[src/rtl/tdm_demux4_if.sv]
// tdm_demux4_if: serial TDM link in, four coherent channel registers plus status out.
interface tdm_demux4_if #(
    parameter int WIDTH = 8
);
    logic [WIDTH-1:0] din;
    logic             din_valid;
    logic             frame_sync;
    logic [WIDTH-1:0] out0;
    logic [WIDTH-1:0] out1;
    logic [WIDTH-1:0] out2;
    logic [WIDTH-1:0] out3;
    logic             frame_valid;
    logic [1:0]       slot;
    logic             locked;
    logic             sync_err;

    modport master (
        output din, din_valid, frame_sync,
        input  out0, out1, out2, out3, frame_valid, slot, locked, sync_err
    );

    modport slave (
        input  din, din_valid, frame_sync,
        output out0, out1, out2, out3, frame_valid, slot, locked, sync_err
    );
endinterface

[src/rtl/tdm_demux4.sv]
// tdm_demux4: 4-channel TDM receiver; slot counter locked to frame_sync, frames
// staged in shadow registers and published to out0..out3 only when complete.
module tdm_demux4 #(
    parameter int WIDTH = 8
) (
    input logic         clk,
    input logic         reset,
    tdm_demux4_if.slave bus
);
    typedef enum logic {HUNT, LOCKED} state_t;

    state_t           state, state_d;
    logic [1:0]       slot, slot_d;
    logic [WIDTH-1:0] sh0, sh1, sh2;
    logic [WIDTH-1:0] out0, out1, out2, out3;
    logic             frame_valid, sync_err;
    logic             take0, take1, take2, complete, err;

    wire beat = bus.din_valid;
    wire fs   = bus.din_valid & bus.frame_sync;

    always_ff @(posedge clk or posedge reset)
        if (reset) state <= HUNT;
        else       state <= state_d;

    always_comb begin
        state_d = state;
        if (state == HUNT)
            state_d = fs ? LOCKED : HUNT;
        else if (beat && !fs && slot == 2'd0)
            state_d = HUNT;
    end

    // Any sync beat restarts the frame at slot 0, whether hunting or early.
    always_comb begin
        take0    = fs;
        take1    = beat && !fs && state == LOCKED && slot == 2'd1;
        take2    = beat && !fs && state == LOCKED && slot == 2'd2;
        complete = beat && !fs && state == LOCKED && slot == 2'd3;
        err      = beat && state == LOCKED && (fs ? slot != 2'd0 : slot == 2'd0);
        slot_d   = !beat ? slot :
                   fs ? 2'd1 :
                   (state == LOCKED && slot != 2'd0) ? slot + 2'd1 : 2'd0;
    end

    always_ff @(posedge clk or posedge reset)
        if (reset) begin
            slot        <= '0;
            sh0         <= '0;
            sh1         <= '0;
            sh2         <= '0;
            out0        <= '0;
            out1        <= '0;
            out2        <= '0;
            out3        <= '0;
            frame_valid <= 1'b0;
            sync_err    <= 1'b0;
        end else begin
            slot        <= slot_d;
            frame_valid <= complete;
            sync_err    <= err;
            if (take0) sh0 <= bus.din;
            if (take1) sh1 <= bus.din;
            if (take2) sh2 <= bus.din;
            if (complete) begin
                out0 <= sh0;
                out1 <= sh1;
                out2 <= sh2;
                out3 <= bus.din;
            end
        end

    assign bus.out0        = out0;
    assign bus.out1        = out1;
    assign bus.out2        = out2;
    assign bus.out3        = out3;
    assign bus.frame_valid = frame_valid;
    assign bus.sync_err    = sync_err;
    assign bus.slot        = slot;
    assign bus.locked      = state == LOCKED;
endmodule
[src/flat_wrapper.sv]
// flat-port wrapper written by rule: the top's interface ports become plain ports
module tdm_demux4_flat 
#(
    parameter int WIDTH = 8
)
  (clk, reset, bus_din, bus_din_valid, bus_frame_sync, bus_out0, bus_out1, bus_out2, bus_out3, bus_frame_valid, bus_slot, bus_locked, bus_sync_err);
  tdm_demux4_if #(.WIDTH(WIDTH)) bus_i ();
  input logic clk;
  input logic reset;
  input wire logic [$bits(bus_i.din)-1:0] bus_din;
  input wire logic [$bits(bus_i.din_valid)-1:0] bus_din_valid;
  input wire logic [$bits(bus_i.frame_sync)-1:0] bus_frame_sync;
  output wire logic [$bits(bus_i.out0)-1:0] bus_out0;
  output wire logic [$bits(bus_i.out1)-1:0] bus_out1;
  output wire logic [$bits(bus_i.out2)-1:0] bus_out2;
  output wire logic [$bits(bus_i.out3)-1:0] bus_out3;
  output wire logic [$bits(bus_i.frame_valid)-1:0] bus_frame_valid;
  output wire logic [$bits(bus_i.slot)-1:0] bus_slot;
  output wire logic [$bits(bus_i.locked)-1:0] bus_locked;
  output wire logic [$bits(bus_i.sync_err)-1:0] bus_sync_err;
  assign bus_i.din = bus_din;
  assign bus_i.din_valid = bus_din_valid;
  assign bus_i.frame_sync = bus_frame_sync;
  assign bus_out0 = bus_i.out0;
  assign bus_out1 = bus_i.out1;
  assign bus_out2 = bus_i.out2;
  assign bus_out3 = bus_i.out3;
  assign bus_frame_valid = bus_i.frame_valid;
  assign bus_slot = bus_i.slot;
  assign bus_locked = bus_i.locked;
  assign bus_sync_err = bus_i.sync_err;
  tdm_demux4 #(.WIDTH(WIDTH)) u_core (.clk(clk), .reset(reset), .bus(bus_i));
endmodule
[config.mk]
export PLATFORM = sky130hd
export DESIGN_NAME = tdm_demux4_flat
export DESIGN_NICKNAME = d
export VERILOG_FILES = /design/src/rtl/tdm_demux4_if.sv /design/src/rtl/tdm_demux4.sv /design/src/flat_wrapper.sv
export SDC_FILE = /design/constraint.sdc
export NUM_CORES = 1
export LEC_CHECK = 0
export BUFFER_PORTS_ARGS = -buffer_cell sky130_fd_sc_hd__buf_2
export CAP_MARGIN = 20
export CELL_PAD_IN_SITES_DETAIL_PLACEMENT = 0
export CELL_PAD_IN_SITES_GLOBAL_PLACEMENT = 1
export CORE_MARGIN = 1.5
export CORE_UTILIZATION = 45
export CTS_CLUSTER_SIZE = 20
export DETAILED_ROUTE_END_ITERATION = 10
export GPL_TIMING_DRIVEN = 0
export PLACE_DENSITY = 0.9
export SETUP_SLACK_MARGIN = 0.02
export SLEW_MARGIN = 20
export SYNTH_ARGS = -nofsm -noshare
export SYNTH_HDL_FRONTEND = slang
export SYNTH_SLANG_ARGS = --single-unit
[constraint.sdc]
create_clock -name clk -period 1.8 [get_ports clk]
set_clock_uncertainty 0.05 [all_clocks]
set_input_delay 0.09 -clock clk [delete_from_list [all_inputs] [get_ports clk]]
set_output_delay 0.09 -clock clk [all_outputs]
set_load 0.005 [all_outputs]
# Yosys cells after proc, flatten, opt, wreduce, memory -nomap -nowiden

Cells that the tools add are included.

Add/subtract/negate cells: 1
Equal/unequal tests: 3
Multiplexer cells: 6
Bitwise logic cells: 1
Reductions and logical operators: 12

Operators by type and width:

| cell                                                                   | number |
|---|---|
| 1-bit logical AND                                                      | 9 |
| 2-bit equality test (second input constant)                            | 2 |
| 1-bit 2-to-1 mux                                                       | 4 |
| 2-bit 2-to-1 mux                                                       | 2 |
| 2-bit by 1-bit adder with 2-bit output (second input constant)         | 1 |
| 2-bit by 1-bit equality test with 1-bit output (second input constant) | 1 |
| 2-bit logical NOT                                                      | 1 |
| 2-bit nonzero test                                                     | 1 |
| 1-bit AND                                                              | 1 |
| 1-bit logical NOT                                                      | 1 |

Flip-flop bits (word level): 61
Bits of input ports: 12
Output and inout port bits: 37
Word-level logic and storage cells: 34

# Depth between registers and ports, before layout

Gate-level depths: netlist of the first run.

Depth after elaboration: 6
Mapped depth: 4
Mapped depth without buffers: 4

# Least setup slack after synthesis of the first run

Ideal clock, no wire load.

Path kind: reg2reg
Start point: register u_core.slot[0], in the netlist u_core.bus.slot[0]
End point: register u_core.out0[1], in the netlist u_core.bus.out0[1]
Library setup time: 0.125 ns
Data arrival time: 1.269 ns
Data required time: 1.625 ns
Path slack: 0.356 ns
Stages on the path, launching flop included: 5
Path buffers: 1
Period minus slack after synthesis: 1.444 ns
Path through: dfrtp_1 ha_1 nand4b_4 buf_6 mux2_4

Longest elaborated chain between the ends: 2

Ends and longest elaborated chain:

| element                | line             | text |
|---|---|---|
| start, declared        | tdm_demux4.sv:13 | `logic [1:0] slot, slot_d;` |
| start signal, assigned | tdm_demux4.sv:59 | `slot <= slot_d;` |
| 2-bit equality test    | tdm_demux4.sv:39 | `complete = beat && !fs && state == LOCKED && slot == 2'd3;` |
| 1-bit logical AND      | tdm_demux4.sv:39 |  |
| end signal, assigned   | tdm_demux4.sv:52 | `out0 <= '0;` |
| end signal, assigned   | tdm_demux4.sv:66 | `out0 <= sh0;` |
| end, declared          | tdm_demux4.sv:15 | `logic [WIDTH-1:0] out0, out1, out2, out3;` |

No other way between the ends.
A chain may end at the register's enable or synchronous reset.

# Worst setup path in the final report of the first run

Start point: register u_core.slot[0], in the netlist u_core.bus.slot[0]
End point: register u_core.out3[1], in the netlist u_core.bus.out3[1]

Longest elaborated chain between the ends: 2

Ends and longest elaborated chain:

| element              | line             | text |
|---|---|---|
| 2-bit equality test  | tdm_demux4.sv:39 |  |
| 1-bit logical AND    | tdm_demux4.sv:39 |  |
| end signal, assigned | tdm_demux4.sv:69 | `out3 <= bus.din;` |
| end, declared        | tdm_demux4.sv:15 |  |

No other way between the ends.

==> results of run 1 <==
==> routing by layer <==
metal  track usage [%]  wire, um  up-vias  share of wire (%)
met5                 0         0        -                  0
met4              8.75       114        0                2.6
met3              6.05       232       11                5.3
met2              24.0      2050       37                 46
met1              21.5      2020      709                 46
li1                  -         -      654                  -
==> final cells by class <==
type / instances / area share, %
Multi-Input combinational cell: 73 / 29.4
Buffer: 6 / 1.90
Clock inverter: 1 / 0.158
Sequential cell: 61 / 48.3
Tap cell: 72 / 2.85
Inverter: 5 / 0.673
Clock buffer: 15 / 5.27
Timing Repair Buffer: 58 / 11.5
==> cells in the final DEF (no fill, tap or decap), types with 2 or more instances in the layout <==
cell type / count
inv_1: 4
clkbuf_1: 4
dfrtp_1: 61
dlygate4sd3_1: 10
mux2_4: 29
clkbuf_8: 11
nand4b_4: 3
buf_6: 4
mux2_2: 27
buf_2: 47
buf_4: 2
ha_1: 4
==> flip-flops by register name (all words and copies together) (netlist names) <==
signal,count
u_core.bus.out3,8
u_core.bus.out1,8
u_core.sh2,8
u_core.bus.sync_err,1
u_core.bus.locked,1
u_core.bus.frame_valid,1
u_core.sh0,8
u_core.bus.out0,8
u_core.sh1,8
u_core.bus.slot,2
u_core.bus.out2,8
==> cells by family after synthesis <==
family                     Yosys count
buffers and inverters               11
xor gates and xnor gates             1
AOI/OAI and AO/OA                    3
adders and majority gates            4
DFF                                 61
and+or+nand+nor                      9
muxes                               56
==> stage by stage <==
step / hold slack [ns] / utilization, %
6_report: 0.106 / 57.8
5_1_grt: 0.115 / 57.8
4_1_cts: 0.0972 / 57.8
3_5_place_dp: -0.0880 / 52.8
3_3_place_gp: 0.314 / 52.2
2_1_floorplan: 0.189 / -
==> report_power, final <==
group	total (uW)	leakage, uW	internal [uW]	switching, uW
logic	1060	0.000848	711	350
registers	2060	0.000778	1820	246
clock network	1050	0.0000877	575	478
==> final timing paths <==
check                      slack, ns          startpoint            endpoint  depth (start not counted)
max reg2reg                     0.27  u_core.bus.slot[0]  u_core.bus.out3[1]                          4
min                             0.11               reset  u_core.bus.out3[2]                          3
max                             0.27  u_core.bus.slot[0]  u_core.bus.out3[1]                          4
min in group clk                0.15       bus_din_valid  u_core.bus.slot[0]                          3
min reg2reg                     0.45       u_core.sh0[2]  u_core.bus.out0[2]                          1
max in group asynchronous       1.14               reset  u_core.bus.out2[6]                          4
==> tightest hold or removal path, stage by stage <==
cell and delay, ns:
dlygate4sd3_1 0.52, buf_2 0.13, inv_4 0.07
==> repair_timing <==
| item | in CTS | in global routing |
|---|---|---|
| buffers inserted | 0 | 0 |
| setup endpoints to repair | 0 | 0 |
| hold buffers | 10 | 0 |
| endpoints found under the hold margin | 92 | 0 |
==> metrics.md, run 1 <==
| Metric | Value |
|---|---|
| Starting Density | `46.3%` |
| First-pass GRT wire length | `7.35 mm` |
| Vias in the first global route | `1,460` |
| Register bit total from synthesis | `61` |
| Total power | `4180 uW` |
| Placed Area | `0.00289 sq mm` |
| Chip width | `78.0 um` |
| Grt ovf | `0` |
| Vias/cell | `4.85` |
| Post-synthesis adder-cell area fraction | `1.98%` |
| Final hold violations | `0` |
| Synth area leaders | `dfrtp_1, mux2_4, mux2_2` |
| Cell taking the most area after synthesis | `dfrtp_1` |
| WP data required | `1.96 ns` |
| Max Fclk | `655 MHz` |
| Most common library cells after synthesis | `dfrtp_1, mux2_4, mux2_2` |
| Rel. slew slack | `80.8%` |
| Max FO, Critical Path | `10` |
| Fill cells | `434` |
| Post-synthesis mux area share | `29.2%` |
| Period utilization | `84.8%` |
| HPWL after DPL | `2.98 mm` |
| CTS Buf Count | `9` |
| Yosys warnings | `0` |
| Worst setup SP type | `flip-flop` |
| XOR/XNOR Fraction of Synth Area | `0.346%` |
| Post-synthesis simple-gate area fraction | `4.30%` |
| Largest net degree at the start of global routing | `61` |
| Mapped Avg Cell Area | `17.5 sq um` |
| Cell breakdown of the critical path | `ha_1, nand4b_4, buf_6, mux2_4` |
| Ys flop type | `dfrtp_1` |
| Number of distinct library cells after synthesis | `18` |
| Worst-Skew Late Latency | `0.33 ns` |
| Family with the most delay on the worst path | `flip-flops` |
| Final setup fails | `0` |
| CTS Sinks | `61` |
| Status | `complete, no violations` |
| Min Tclk post-route | `1.53 ns` |
| Power per cell area | `1320 mW/mm^2` |
| Rows | `27` |
| CP endpoint kind | `flip-flop` |
| Htree depth | `3` |
| Full die area | `0.00609 sq mm` |
| TritonCTS clock tree | `done` |
| Chip height | `78.0 um` |
| CP arrival | `1.69 ns` |
| Ports | `49` |
| Post-route ant nets | `0` |
| Drt first pass iters | `2` |
| Core box area | `0.00547 sq mm` |
| CP Buf/Inv Count | `1` |
| VDD IR max | `546 uV` |
| Slowest cell delay on critical path | `0.43 ns` |
| Placed Cells | `265` |
| Min-delay worst type | `input port to asynchronous set/reset pin` |
| Yosys top cell area share | `60.2%` |
| Post-CTS sizing | `0` |
| Leak Pwr | `0.00171 uW` |
| Drt total wl | `4.42 mm` |
| Compound-cell area share of the yosys netlist | `0.840%` |
| Syn nets | `161` |
| Slew Viols, Final | `0` |
| CTS clk-pin slew, worst paths | `0.06 ns` |
| Vias | `1,411` |
| Nets@finish | `230` |
| Reg area | `0.00153 sq mm` |
| Maxcap violations | `0` |
| Pre-CTS setup slack | `0.267 ns` |
| Synth Instances | `145` |
| Initial antenna violation count | `0` |
| Residual DRC | `0` |
| Most frequent cell after synthesis | `dfrtp_1` |
| Asr flop ratio synth | `100%` |
| Footprint of the multi-input gates | `928 sq um` |
| Final TNS setup | `0 ns` |
| Maximum clock path buffer count | `2` |
| Total Routing Usage GR | `16.5%` |
| Sequential element share of the synthesized area | `60.2%` |
| Post-synth EDFFs | `0` |
| Largest family of logic cells by synthesized area | `multiplexers` |
| Fraction of layout cells with a size suffix above 1 | `58.4%` |
| N_diodes | `0` |
| Fin area | `0.00316 sq mm` |
| Clock root buffer | `clkbuf_8` |
| Gpl congestion | `0.714` |
| Final cell count without fillers | `291` |
| Tightest Pin Transition | `0.288 ns` |
| RSZ-0062 raised after global routing | `no` |
| IO Port Bufs | `47` |
| Final worst slack | `0.273 ns` |
| Initial DRC Count | `68` |
| Slowest CP cell | `dfrtp_1` |
| Mapped cell area | `0.00253 sq mm` |
| WL per Instance | `15.2 um` |
| Crit path kind | `flip-flop to flip-flop` |
| Area Overhead vs Synth | `24.7%` |
Power figures use the tool's default switching activity.
==> run 2, diff against run 1 <==
==> constraint.sdc (replaced) <==
create_clock -name clk -period 1.6 [get_ports clk]
set_clock_uncertainty 0.05 [all_clocks]
set_input_delay 0.08 -clock clk [delete_from_list [all_inputs] [get_ports clk]]
set_output_delay 0.08 -clock clk [all_outputs]
set_load 0.005 [all_outputs]
==> metrics.md, run 2 (synthesis results as in run 1) <==
| Metric | Value |
|---|---|
| Fraction of layout cells with a size suffix above 1 | `59.6%` |
| Total Routing Usage GR | `16.0%` |
| Power per cell area | `1520 mW/mm^2` |
| Final cell count without fillers | `290` |
| Finished Core Util | `58.3%` |
| Slowest cell delay on critical path | `0.40 ns` |
| Final setup fails | `0` |
| WP data required | `1.76 ns` |
| Maximum clock path buffer count | `2` |
| Max FO, Critical Path | `10` |
| Worst Reg-to-Reg Cells | `4` |
| Initial antenna violation count | `0` |
| Leak Pwr | `0.00172 uW` |
| Placed Cells | `265` |
| Tightest Pin Transition | `0.588 ns` |
| CTS Buf Count | `9` |
| Status | `complete, no violations` |
| Post-route ant nets | `0` |
| Hold-critical path depth | `3` |
| N_diodes | `0` |
| Max Fclk | `676 MHz` |
| Drt total wl | `4.30 mm` |
| WL per Instance | `14.8 um` |
| Vias/cell | `4.77` |
| Htree depth | `3` |
| Vias in the first global route | `1,467` |
| CTS clk-pin slew, worst paths | `0.06 ns` |
| Post-CTS Setup Bufs | `0` |
| Starting Density | `46.3%` |
| Area Overhead vs Synth | `25.9%` |
| Leading cell type in the layout, fill and taps excluded | `dfrtp_1` |
| Cell breakdown of the critical path | `ha_2, nand4b_4, buf_8, mux2_4` |
| CTS Sinks | `61` |
| Worst setup SP type | `flip-flop` |
| First-pass GRT wire length | `7.24 mm` |
| HPWL after DPL | `2.90 mm` |
| Initial DRC Count | `51` |
| Slowest CP cell | `dfrtp_2` |
| Slew Viols, Final | `0` |
| Chip height | `78.0 um` |
| RR Endpoint | `u_core.bus.out1[4]` |
| Maxcap violations | `0` |
| Nets@finish | `230` |
| Worst-Skew Late Latency | `0.32 ns` |
| Vias | `1,384` |
| CP arrival | `1.64 ns` |
| Drt first pass iters | `4` |
| Min-delay worst type | `input port to flip-flop` |
| Residual DRC | `0` |
| Rel. slew slack | `60.7%` |
| Reg2reg start | `u_core.bus.slot[0]` |
| Period utilization | `92.5%` |
| Core box area | `0.00547 sq mm` |
| Ports | `49` |
| Chip width | `78.0 um` |
| Full die area | `0.00609 sq mm` |
| Final hold violations | `0` |
| VDD IR max | `682 uV` |
| Most frequent cells in the layout | `dfrtp_1, buf_2, mux2_4` |
| CP endpoint kind | `flip-flop` |
| Min-delay src | `bus_din_valid` |
| Gpl congestion | `0.718` |
| Crit path kind | `flip-flop to flip-flop` |
| IO Port Bufs | `47` |
| RSZ-0062 raised after global routing | `no` |
| R2R setup slack | `0.12 ns` |
| Grt ovf | `0` |
| Min-Delay Endpoint | `u_core.bus.slot[0]` |
| Clock root buffer | `clkbuf_8` |
| Largest net degree at the start of global routing | `36` |
| Min Tclk post-route | `1.48 ns` |
| Rows | `27` |
| Final TNS setup | `0 ns` |
| TritonCTS clock tree | `done` |
run 2: what timing repair did:
| action | 4_1_cts | 5_1_grt |
|---|---|---|
| hold buffers | 10 | 0 |
| setup endpoints to repair | 0 | 30 |
| hold endpoints to repair | 59 | 0 |
| gates resized for setup | 0 | 5 |
run 2: area by class of cell:
type	instances	area, sq um
inverters	5	22.5
flip-flops and latches	61	1530
repair buffers	58	355
clock inverters	1	30.0
plain buffers	6	71.3
fillers	453	2280
clock buffers	14	163
multi-input cells	73	931
well taps	72	90.1
run 2: worst max path at each step:
stage | from | endpoint | cells after the start
finish | u_core.bus.slot[0] | u_core.bus.out1[4] | 4
global route | u_core.bus.slot[1] | u_core.bus.out3[5] | 4
CTS | u_core.bus.slot[0] | u_core.bus.out1[4] | 4
detailed placement | u_core.bus.slot[0] | u_core.bus.out3[5] | 4
global placement | u_core.bus.slot[0] | u_core.bus.out3[3] | 4
floorplan | u_core.bus.slot[0] | u_core.bus.out0[1] | 4
run 2: report_power, final:
part           total, uW  switching, uW  internal, uW  leakage (uW)
Clock               1330            532           798     0.0000968
Combinational       1190            386           800      0.000844
Sequential          2320            274          2050      0.000777
run 2: per-layer routing:
| metal | vias up | GRT usage [%] | routed length, um |
|---|---|---|---|
| met5 | - | 0 | 0 |
| met4 | 0 | 8.04 | 74 |
| met3 | 7 | 4.42 | 149 |
| met2 | 30 | 24.0 | 2020 |
| met1 | 698 | 21.2 | 2060 |
| li1 | 649 | - | - |
run 2: critical path: cells and delay by family, from the launching register on:
family / cells / cell delay, ns
fa+ha+maj: 1 / 0.21
buf+inv: 1 / 0.22
flops: 1 / 0.40
mux: 1 / 0.30
simple gates: 1 / 0.19
run 2: metrics by stage:
stage	setup slack (ns)	hold slack, ns	power (uW)	cell area [sq um]
after floorplan	0.156	0.142	3040	2540
after global placement	0.0722	0.304	3470	2860
after detailed placement	0.0554	0.126	3530	2880
after CTS	0.0537	0.142	4880	3180
after global routing	0.0247	0.164	5120	3190
final	0.120	0.148	4840	3190
